**src/rtl/jtag_bsr_driver.sv**
```systemverilog
// JTAG boundary-scan driver for the 4-bit FUNCTION FSM. It has a 16-state TAP, a 2-bit IR and an
// {Y,X} data register, and it drives X_out plus a one-cycle STEP qualifier into the FSM.
module jtag_bsr_driver #(
  parameter int X_W = 4,
  parameter int Y_W = 4
) (
  input  logic           TCK,
  input  logic           RESET,
  input  logic           TMS,
  input  logic           TDI,
  output logic           TDO,
  output logic           TDO_EN,
  input  logic [Y_W-1:0] Y_in,
  output logic [X_W-1:0] X_out,
  output logic           STEP,
  output logic [3:0]     TAP_STATE
);

  localparam int DR_W = X_W + Y_W;

  typedef enum logic [3:0] {
    S_TLR     = 4'hF,
    S_RTI     = 4'hC,
    S_SELDR   = 4'h7,
    S_CAPDR   = 4'h6,
    S_SHDR    = 4'h2,
    S_EX1DR   = 4'h1,
    S_PAUSEDR = 4'h3,
    S_EX2DR   = 4'h0,
    S_UPDDR   = 4'h5,
    S_SELIR   = 4'h4,
    S_CAPIR   = 4'hE,
    S_SHIR    = 4'hA,
    S_EX1IR   = 4'h9,
    S_PAUSEIR = 4'hB,
    S_EX2IR   = 4'h8,
    S_UPDIR   = 4'hD
  } tap_state_t;

  typedef enum logic [1:0] {
    I_EXTEST = 2'b00,
    I_SAMPLE = 2'b01,
    I_STEP   = 2'b10,
    I_BYPASS = 2'b11
  } instr_t;

  tap_state_t      r_state;
  instr_t          r_ir;
  logic [1:0]      r_ir_shift;
  logic [DR_W-1:0] r_dr;
  logic            r_bypass;
  logic [X_W-1:0]  r_x_out;
  logic            r_step;

  // The standard IEEE 1149.1 TMS graph.
  function automatic tap_state_t f_next_state(input tap_state_t state, input logic tms);
    case (state)
      S_TLR:     return tms ? S_TLR   : S_RTI;
      S_RTI:     return tms ? S_SELDR : S_RTI;
      S_SELDR:   return tms ? S_SELIR : S_CAPDR;
      S_CAPDR:   return tms ? S_EX1DR : S_SHDR;
      S_SHDR:    return tms ? S_EX1DR : S_SHDR;
      S_EX1DR:   return tms ? S_UPDDR : S_PAUSEDR;
      S_PAUSEDR: return tms ? S_EX2DR : S_PAUSEDR;
      S_EX2DR:   return tms ? S_UPDDR : S_SHDR;
      S_UPDDR:   return tms ? S_SELDR : S_RTI;
      S_SELIR:   return tms ? S_TLR   : S_CAPIR;
      S_CAPIR:   return tms ? S_EX1IR : S_SHIR;
      S_SHIR:    return tms ? S_EX1IR : S_SHIR;
      S_EX1IR:   return tms ? S_UPDIR : S_PAUSEIR;
      S_PAUSEIR: return tms ? S_EX2IR : S_PAUSEIR;
      S_EX2IR:   return tms ? S_UPDIR : S_SHIR;
      S_UPDIR:   return tms ? S_SELDR : S_RTI;
      default:   return S_TLR;
    endcase
  endfunction

  // NOTE: every register is written with <= so that all of them see the pre-edge values of
  // r_state/r_ir/r_dr. A blocking write here would let later statements see the new values.
  always_ff @(posedge TCK) begin
    if (RESET) begin
      r_state    <= S_TLR;
      r_ir       <= I_BYPASS;
      r_ir_shift <= 2'b00;
      r_dr       <= '0;
      r_bypass   <= 1'b0;
      r_x_out    <= '0;
      r_step     <= 1'b0;
    end else begin
      r_state <= f_next_state(r_state, TMS);
      // UpdDR always lasts exactly one cycle, so this gives one pulse per visit.
      r_step  <= (r_state == S_UPDDR) && (r_ir == I_STEP);
      case (r_state)
        S_TLR: begin
          r_ir    <= I_BYPASS;
          r_x_out <= '0;
        end
        S_CAPIR: r_ir_shift <= 2'b01;
        S_SHIR:  r_ir_shift <= {TDI, r_ir_shift[1]};
        S_UPDIR: r_ir       <= instr_t'(r_ir_shift);
        S_CAPDR: begin
          if (r_ir == I_BYPASS) r_bypass <= 1'b0;
          else                  r_dr     <= {Y_in, r_x_out};
        end
        S_SHDR: begin
          if (r_ir == I_BYPASS) r_bypass <= TDI;
          else                  r_dr     <= {TDI, r_dr[DR_W-1:1]};
        end
        S_UPDDR: begin
          if (r_ir == I_EXTEST || r_ir == I_STEP) r_x_out <= r_dr[X_W-1:0];
        end
        default: ;
      endcase
    end
  end

  // NOTE: TDO gets a default value first, so every path assigns it and no latch is inferred.
  always_comb begin
    TDO = 1'b0;
    if (r_state == S_SHIR)      TDO = r_ir_shift[0];
    else if (r_state == S_SHDR) TDO = (r_ir == I_BYPASS) ? r_bypass : r_dr[0];
  end

  assign TDO_EN    = (r_state == S_SHIR) || (r_state == S_SHDR);
  assign X_out     = r_x_out;
  assign STEP      = r_step;
  assign TAP_STATE = r_state;

endmodule

```
**config.mk**
```make
export PLATFORM = sky130hd
export DESIGN_NAME = jtag_bsr_driver
export DESIGN_NICKNAME = d
export VERILOG_FILES = /design/src/rtl/jtag_bsr_driver.sv
export SDC_FILE = /design/constraint.sdc
export NUM_CORES = 1
export LEC_CHECK = 0
export BUFFER_PORTS_ARGS = -buffer_cell sky130_fd_sc_hd__buf_2
export CAP_MARGIN = 0
export CORE_ASPECT_RATIO = 1.2
export CORE_MARGIN = 3
export CORE_UTILIZATION = 55
export DETAILED_ROUTE_END_ITERATION = 16
export HOLD_SLACK_MARGIN = 0.12
export PLACE_DENSITY = 0.89
export RECOVER_POWER = 50
export SYNTH_ARGS = -nofsm -noshare
export SYNTH_HDL_FRONTEND = slang
export SYNTH_SLANG_ARGS = --single-unit
export TNS_END_PERCENT = 1
```
**constraint.sdc**
```tcl
create_clock -name TCK -period 2.2 [get_ports TCK]
set_input_delay 0.55 -clock TCK [delete_from_list [all_inputs] [get_ports TCK]]
set_output_delay 0.55 -clock TCK [all_outputs]
set_load 0.05 [all_outputs]
```
Yosys cells after proc, flatten, opt, wreduce, memory -nomap -nowiden:

Cells that the tools add are included.

* bits of input ports: 8
* bits in registers: 22
* output and inout bits: 11

* reduce and logical (&&, ||, !) cells: 15
* equality and inequality tests: 22
* muxes and demuxes: 26

Operator list (count)
* $pmux 4 s12: 1
* $eq 4x4->1 const B: 8
* $eq 4x3->1 const B: 4
* $mux 8: 2
* $pmux 8 s2: 1
* $mux 2: 6
* $mux 3: 4
* $eq 4x2->1 const B: 2
* $mux 4: 2
* $ne 2x2->1 const B: 4
* $pmux 2 s2: 2
* $pmux 4 s2: 1
* $reduce_bool 2->1: 4
* $mux 1: 6
* $reduce_and 3->1: 2
* $eq 2x2->1 const B: 2
* $eq 4x1->1 const B: 1
* $logic_not 4->1: 1
* $reduce_or 2->1: 2
* $reduce_or 3->1: 1
* $logic_not 2->1: 1
* $logic_or 1x1->1: 2
* $ne 2x1->1 const B: 1
* $pmux 1 s2: 1
* 2 further kinds: 2

Depth between registers and ports, before layout:

Gate-level depths: netlist of run 1.

* depth after elaboration: 4
* mapped depth: 5
* depth with buffers taken out: 3

Worst setup path after synthesis of run 1:

No wires, ideal clock.

* path type: register -> output
* start: register r_state[3], in the netlist TAP_STATE[3]
* end: output port TDO
* arrival: 3526 ps
* setup slack: -1876 ps
* cell stages (with the launch flop): 5
* required time: 1650 ps
* cells stage by stage: dfxtp_1 buf_6 buf_2 inv_2 a2111oi_0

* cells in the longest elaborated chain, start to end: 3
* elaborated cells between the ends (all ways): 4

Ends and longest elaborated chain
* from (decl): RTL line 47 `tap_state_t r_state;`
* from (signal assigned): RTL line 90 `r_state <= f_next_state(r_state, TMS);`
* $eq 4x2->1: RTL line 121 `else if (r_state == S_SHDR) TDO = (r_ir == I_BYPASS) ? r_bypass : r_dr[0];`
* $mux 1: RTL line 121
* $mux 1 (*): RTL line 120 `if (r_state == S_SHIR) TDO = r_ir_shift[0];`
* to (decl): RTL line 11 `output logic TDO,`

Every way passes the cells marked *; elsewhere a longest branch is shown, timed or not.

Worst setup path in the final report of run 1:

* start: register r_ir[1]
* end: output port TDO

* cells in the longest elaborated chain, start to end: 4

Ends and longest elaborated chain
* from (decl): RTL line 48 `instr_t r_ir;`
* from (signal assigned): RTL line 100 `S_UPDIR: r_ir <= instr_t'(r_ir_shift);`
* $eq 2x2->1: RTL line 121
* $mux 1 (2 in a row): RTL line 121
* $mux 1: RTL line 120

No other way between the ends.

==> results of run 1 <==
flip-flops by register name, summed over array words and instances (netlist names):
| register | count |
|---|---|
| r_dr | 8 |
| r_bypass | 1 |
| r_ir | 2 |
| TAP_STATE | 4 |
| X_out | 4 |
| STEP | 1 |
| r_ir_shift | 2 |
timing repair:
item                                    CTS  global route
cloned                                    0             0
setup buffers                             0             0
endpoints found under the setup margin    1             1
hold buffers                              0             0
gates resized for setup                   1             3
power groups by stage:
stage / Combinational [uW] / Sequential [uW] / Clock [uW]
floorplan: 156 / 472 / 0
global placement: 212 / 445 / 0
detailed placement: 218 / 448 / 0
CTS: 220 / 439 / 234
global route: 238 / 443 / 246
finish: 216 / 441 / 232
worst reg2reg max path: stages (launching register included):
cell	delay (ns)
dfxtp_1	0.34
clkbuf_1	0.45
nor4b_4	0.54
nand2_1	0.10
a311oi_1	0.31
routing by layer:
| metal | routed length (um) | share of wire [%] | global-route usage [%] |
|---|---|---|---|
| met1 | 1150 | 47 | 28.1 |
| met2 | 1160 | 47 | 29.5 |
| met3 | 90 | 3.7 | 4.21 |
| met4 | 46 | 1.9 | 8.85 |
| met5 | 0 | 0 | 0 |
per-stage QoR:
stage | total power, uW | setup slack, ns
6_report | 889 | 0.0961
3_3_place_gp | 657 | 0.362
5_1_grt | 927 | 0.00339
2_1_floorplan | 627 | -0.0534
3_5_place_dp | 666 | 0.323
4_1_cts | 893 | 0.0143
worst paths after layout:
check	end	slack, ns	depth (start not counted)
setup / recovery	TDO	0.1	4
setup reg to reg	r_dr[0]$_SDFFE_PP0P_	0.35	4
hold / removal	r_dr[4]$_SDFFE_PP0P_	0.48	3
hold reg to reg	r_bypass$_SDFFE_PP0P_	0.49	2
area by class of cell:
| type | instances | area [um2] | share of cell area, % |
|---|---|---|---|
| flip-flops and latches | 22 | 443 | 34.7 |
| well taps | 19 | 23.8 | 1.86 |
| repair buffers | 21 | 109 | 8.53 |
| multi-input cells | 95 | 657 | 51.5 |
| clock buffers | 4 | 36.3 | 2.84 |
| inverters | 2 | 7.51 | 0.588 |
layout by cell type (no fill, tap or decap), drive strengths merged, types with 2 or more instances in the layout:
cell type,Yosys,final
a211o,2,2
a21oi,15,15
a311oi,8,8
a31oi,2,2
and2,2,2
and4bb,2,2
buf,6,15
clkbuf,3,10
dfxtp,22,22
inv,2,2
mux2i,5,5
nand2,20,20
nand2b,4,4
nand3,2,2
nand3b,4,4
nor2,3,3
nor3,4,4
nor3b,2,2
o211ai,2,2
o21ai,3,3
o21bai,3,3
or2b,2,2
cell families (layout without fill, tap and decap cells):
kind of cell	count (synthesis)	in the layout
AO/OA/AOI/OAI	37	37
buffers and inverters	11	27
flip-flops	22	22
multiplexers	5	5
AND/OR/NAND/NOR	53	53
==> reports/qor.csv, run 1 <==
metric,value,unit
antenna_found_initial,0,
maxClockFrequency,0.475,GHz
crit-reg2reg-launch,TAP_STATE[1]$_SDFF_PP1_,
cts.reportedPaths.clkPinSlew,0.13,ns
yosys-mux-area-fraction,4.39,%
setup_viol,0,
place_inst,159,
post_synth.cell_area_avg,8.91,um2
run_status,"complete, no violations",
power.ir.vdd_worst,0.432,mV
iteration_0_drc_markers,26,
drc,0,
initial_utilization,60.2,%
placement_stage_cell_area,0.00124,mm2
synth_edf_count,0,
rsz0062_at_grt,false,
cell_taking_the_most_area_after_synthesis,dfxtp_1,
ioPinCount,19,
maxSlewHeadroom,52.6,%
tritoncts_num_sinks,22,
timing.hold.worst.start,Y_in[0],
worst-slew-pin-transition,0.710,ns
netlist_top_cells_area,"dfxtp_1, a21oi_1, nand2_1",
largest_family_of_logic_cells_by_synthesized_area,simple AND/OR/NAND/NOR gates,
post_synth_inst_count,128,
cts_inserted_buffers,3,
yosys-top-cells-count,"dfxtp_1, nand2_1, a21oi_1",
filler_cell_count,152,
route.final.wire_length,2450,um
holdWs,0.484,ns
post_route_standard_cell_area_excluding_fillers,0.00128,mm2
worstPathCellList,nand2_4 > mux2i_1 > a2111oi_4 > buf_6,
cp_data_required_time,1.65,ns
cpPeakStageDelay,0.42,ns
areaGrowthSynthToFinish,12.0,%
router_iterations_before_antenna_repair,4,
post-synth-top-count-cell,dfxtp_1,
synth_largest_type_area_fraction,38.6,%
grt_start_max_net_pins,27,
fin_crit_share,95.6,%
timing.final.max_slew_violations,0,
worst_path_max_delay_cell,dfxtp_1,
finish.utilization,67.4,%
dp_hpwl,1640,um
vias_in_the_first_global_route,885,
synth-simple-area-share,29.5,%
stdcell_count,163,
fp-row-count,17,
report.final.hold_viol_count,0,
power.clock.fraction,26.1,%
htree_levels,1,
grtUsageTotal,20.3,%
antenna_cells,0,
avgRoutedWirePerCell,15.0,um
finClkSkew,0.00227,ns
chipHeight,55.9,um
synth-seq-cells,22,
synth_ff_type,dfxtp_1,
tritoncts_clock_tree,yes,
crit_path_start_kind,flop,
root_buffer,clkbuf_4,
setup-tns-final,0,ns
min_path_type,in -> reg,
worst_skew_pair.late_latency,0.31,ns
drtAntennaViolNets,0,
drive_above_1_share,20.1,%
end_kind,primary output,
die_area,0.00266,mm2
power.share.switching,33.1,%
width_of_the_chip,47.6,um
clock_tree.buffer_depth,2,
maxCapViolCount,0,
yosys_warnings,0,
share_of_total_power_in_sequential_cells,49.6,%
syn-cell-area,0.00114,mm2
placeableCoreArea,0.00189,mm2
timing.setup.critical_path_class,reg -> out,
synthArstFlopShare,0,%
synth_fp_nets,136,
yosysSeqAreaShare,38.6,%
critical_path_arrival,1.55,ns
crit_startpoint,r_ir[1]$_SDFFE_PP1P_,
synthDistinctLibCells,40,
design_internal_power,594,uW
power.combinational.fraction,24.4,%
power.static_leakage,0.000472,uW
path_buf_inv,1,
routed-via-count,992,
global_route_wire_length_before_repair,3970,um
via_per_inst,6.09,
path_max_fanout,10,
power.switching,294,uW
fraction_of_synthesized_cell_area_in_xor_and_xnor_cells,0,%
synth-compound-area-share,21.8,%
post-route-min-period,2.10,ns
finalWeightedCongestion,0.831,
final_nets,153,
critical_path.top_delay_family,flip-flops,
overflow,0,
power_density,696,mW/mm2
placement.io_buffers,18,
synth-adder-area-share,0,%
(Power assumes the default switching activity.)
==> inputs of run 2 (changes only) <==
--- a/config.mk
+++ b/config.mk
@@ -9,11 +9,12 @@
 export CAP_MARGIN = 0
 export CORE_ASPECT_RATIO = 1.2
 export CORE_MARGIN = 3
-export CORE_UTILIZATION = 55
+export CORE_UTILIZATION = 58
 export DETAILED_ROUTE_END_ITERATION = 16
 export HOLD_SLACK_MARGIN = 0.12
-export PLACE_DENSITY = 0.89
+export PLACE_DENSITY = 0.93
 export RECOVER_POWER = 50
+export REMOVE_ABC_BUFFERS = 1
 export SYNTH_ARGS = -nofsm -noshare
 export SYNTH_HDL_FRONTEND = slang
 export SYNTH_SLANG_ARGS = --single-unit
==> reports/qor.csv, run 2 (synthesis gave the netlist of run 1 again) <==
metric,value,unit
run_status,"complete, no violations",
maxCapViolCount,0,
avgRoutedWirePerCell,15.4,um
initial_utilization,65.4,%
gr-max-usage-layer,met2,
global_route.usage.met2,41.7,%
power.ir.vdd_worst,0.563,mV
timing.final.max_slew_violations,0,
placement_stage_cell_area,0.00123,mm2
setup_viol,0,
drtAntennaViolNets,0,
ioPinCount,19,
iteration_0_drc_markers,14,
router_iterations_before_antenna_repair,4,
routed-via-count,1028,
die_area,0.00254,mm2
grtUsageMet3,3.95,%
grtUsageTotal,23.1,%
cts_inserted_buffers,3,
min_path_type,in -> reg,
maxSlewHeadroom,60.1,%
path_max_fanout,10,
finalWeightedCongestion,0.808,
vias_in_the_first_global_route,998,
cts.reportedPaths.clkPinSlew,0.13,ns
critical_path_arrival,1.56,ns
antenna_found_initial,0,
power_density,747,mW/mm2
finClkSkew,0.0106,ns
end_kind,primary output,
flip_flop_count_of_the_largest_register_after_layout,8,
placement.io_buffers,18,
register_name_with_the_most_flops,r_dr,
overflow,0,
min_path_cells,3,
crit_path_start_kind,flop,
postLayoutSetupSlackWorst,0.0950,ns
worst_skew_pair.late_latency,0.31,ns
power.static_leakage,0.000500,uW
root_buffer,clkbuf_4,
fin_crit_share,95.7,%
worst-slew-pin-transition,0.598,ns
width_of_the_chip,46.5,um
chipHeight,54.6,um
rsz0062_at_grt,false,
final_common_cell,dfxtp_1,
drc,0,
via_per_inst,6.27,
clock_tree.buffer_depth,2,
final_nets,155,
antenna_cells,0,
minimum_setup_slack_after_placement,0.230,ns
htree_levels,1,
tritoncts_num_sinks,22,
mostFrequentLayoutCells,"dfxtp_1, nand2_1, a21oi_1, buf_2, a311oi_1",
areaGrowthSynthToFinish,13.3,%
maxClockFrequency,0.475,GHz
globalRouteMet1Util,25.9,%
timing.setup.critical_path_class,reg -> out,
dp_hpwl,1690,um
global_route_wire_length_before_repair,4230,um
hold_buffers,0,
cp_data_required_time,1.65,ns
grt_start_max_net_pins,27,
fp-row-count,16,
route.final.wire_length,2520,um
report.final.hold_viol_count,0,
drive_above_1_share,22.6,%
r2r_cells,4,
placeableCoreArea,0.00174,mm2
post-route-min-period,2.11,ns
post_route_standard_cell_area_excluding_fillers,0.00129,mm2
tritoncts_clock_tree,yes,
setup-tns-final,0,ns
-- run 2: repair_timing --
action                                  4_1_cts  5_1_grt
endpoints found under the setup margin        1        1
buffers inserted                              0        0
gates resized for setup                       5        1
-- run 2: through the flow --
| stage | hold slack [ns] | total power, uW | utilization, % | cells |
|---|---|---|---|---|
| after floorplan | 0.442 | 598 | - | 119 |
| after global placement | 0.461 | 655 | 70.8 | 160 |
| after detailed placement | 0.466 | 665 | 70.8 | 160 |
| after CTS | 0.482 | 973 | 74.7 | 164 |
| after global routing | 0.470 | 1010 | 74.1 | 164 |
| final | 0.485 | 965 | 74.1 | 164 |
-- run 2: worst paths after layout --
| kind | startpoint | slack (ns) | to |
|---|---|---|---|
| min reg2reg | r_dr[4]$_SDFFE_PP0P_ | 0.49 | r_dr[3]$_SDFFE_PP0P_ |
| max | r_ir[0]$_SDFFE_PP1P_ | 0.09 | TDO |
| max reg2reg | TAP_STATE[1]$_SDFF_PP1_ | 0.35 | r_dr[0]$_SDFFE_PP0P_ |
| min | Y_in[0] | 0.48 | r_dr[4]$_SDFFE_PP0P_ |
-- run 2: layout make-up --
type,instances,area (um2)
Clock inverter,1,30.0
Clock buffer,3,22.5
Sequential cell,22,443
Timing Repair Buffer,23,124
Tap cell,18,22.5
Fill cell,146,450
Inverter,2,7.51
Multi-Input combinational cell,95,642
-- run 2: critical path: stages, from the launching register on --
cell and delay (ns):
dfxtp_2 0.39, nand2_4 0.11, mux2i_1 0.15, a2111oi_2 0.35, buf_4 0.25
-- run 2: where the power goes --
part	switching, uW	leakage (uW)	internal [uW]
logic	148	0.000294	80.2
registers	13.9	0.000178	417
clock network	122	0.0000279	184
-- run 2: layer usage --
| layer | up-vias | part of all wire [%] |
|---|---|---|
| met4 | 0 | 0.52 |
| met3 | 2 | 4.3 |
| met1 | 492 | 40 |
| met5 | - | 0 |
| met2 | 25 | 55 |
| li1 | 509 | - |
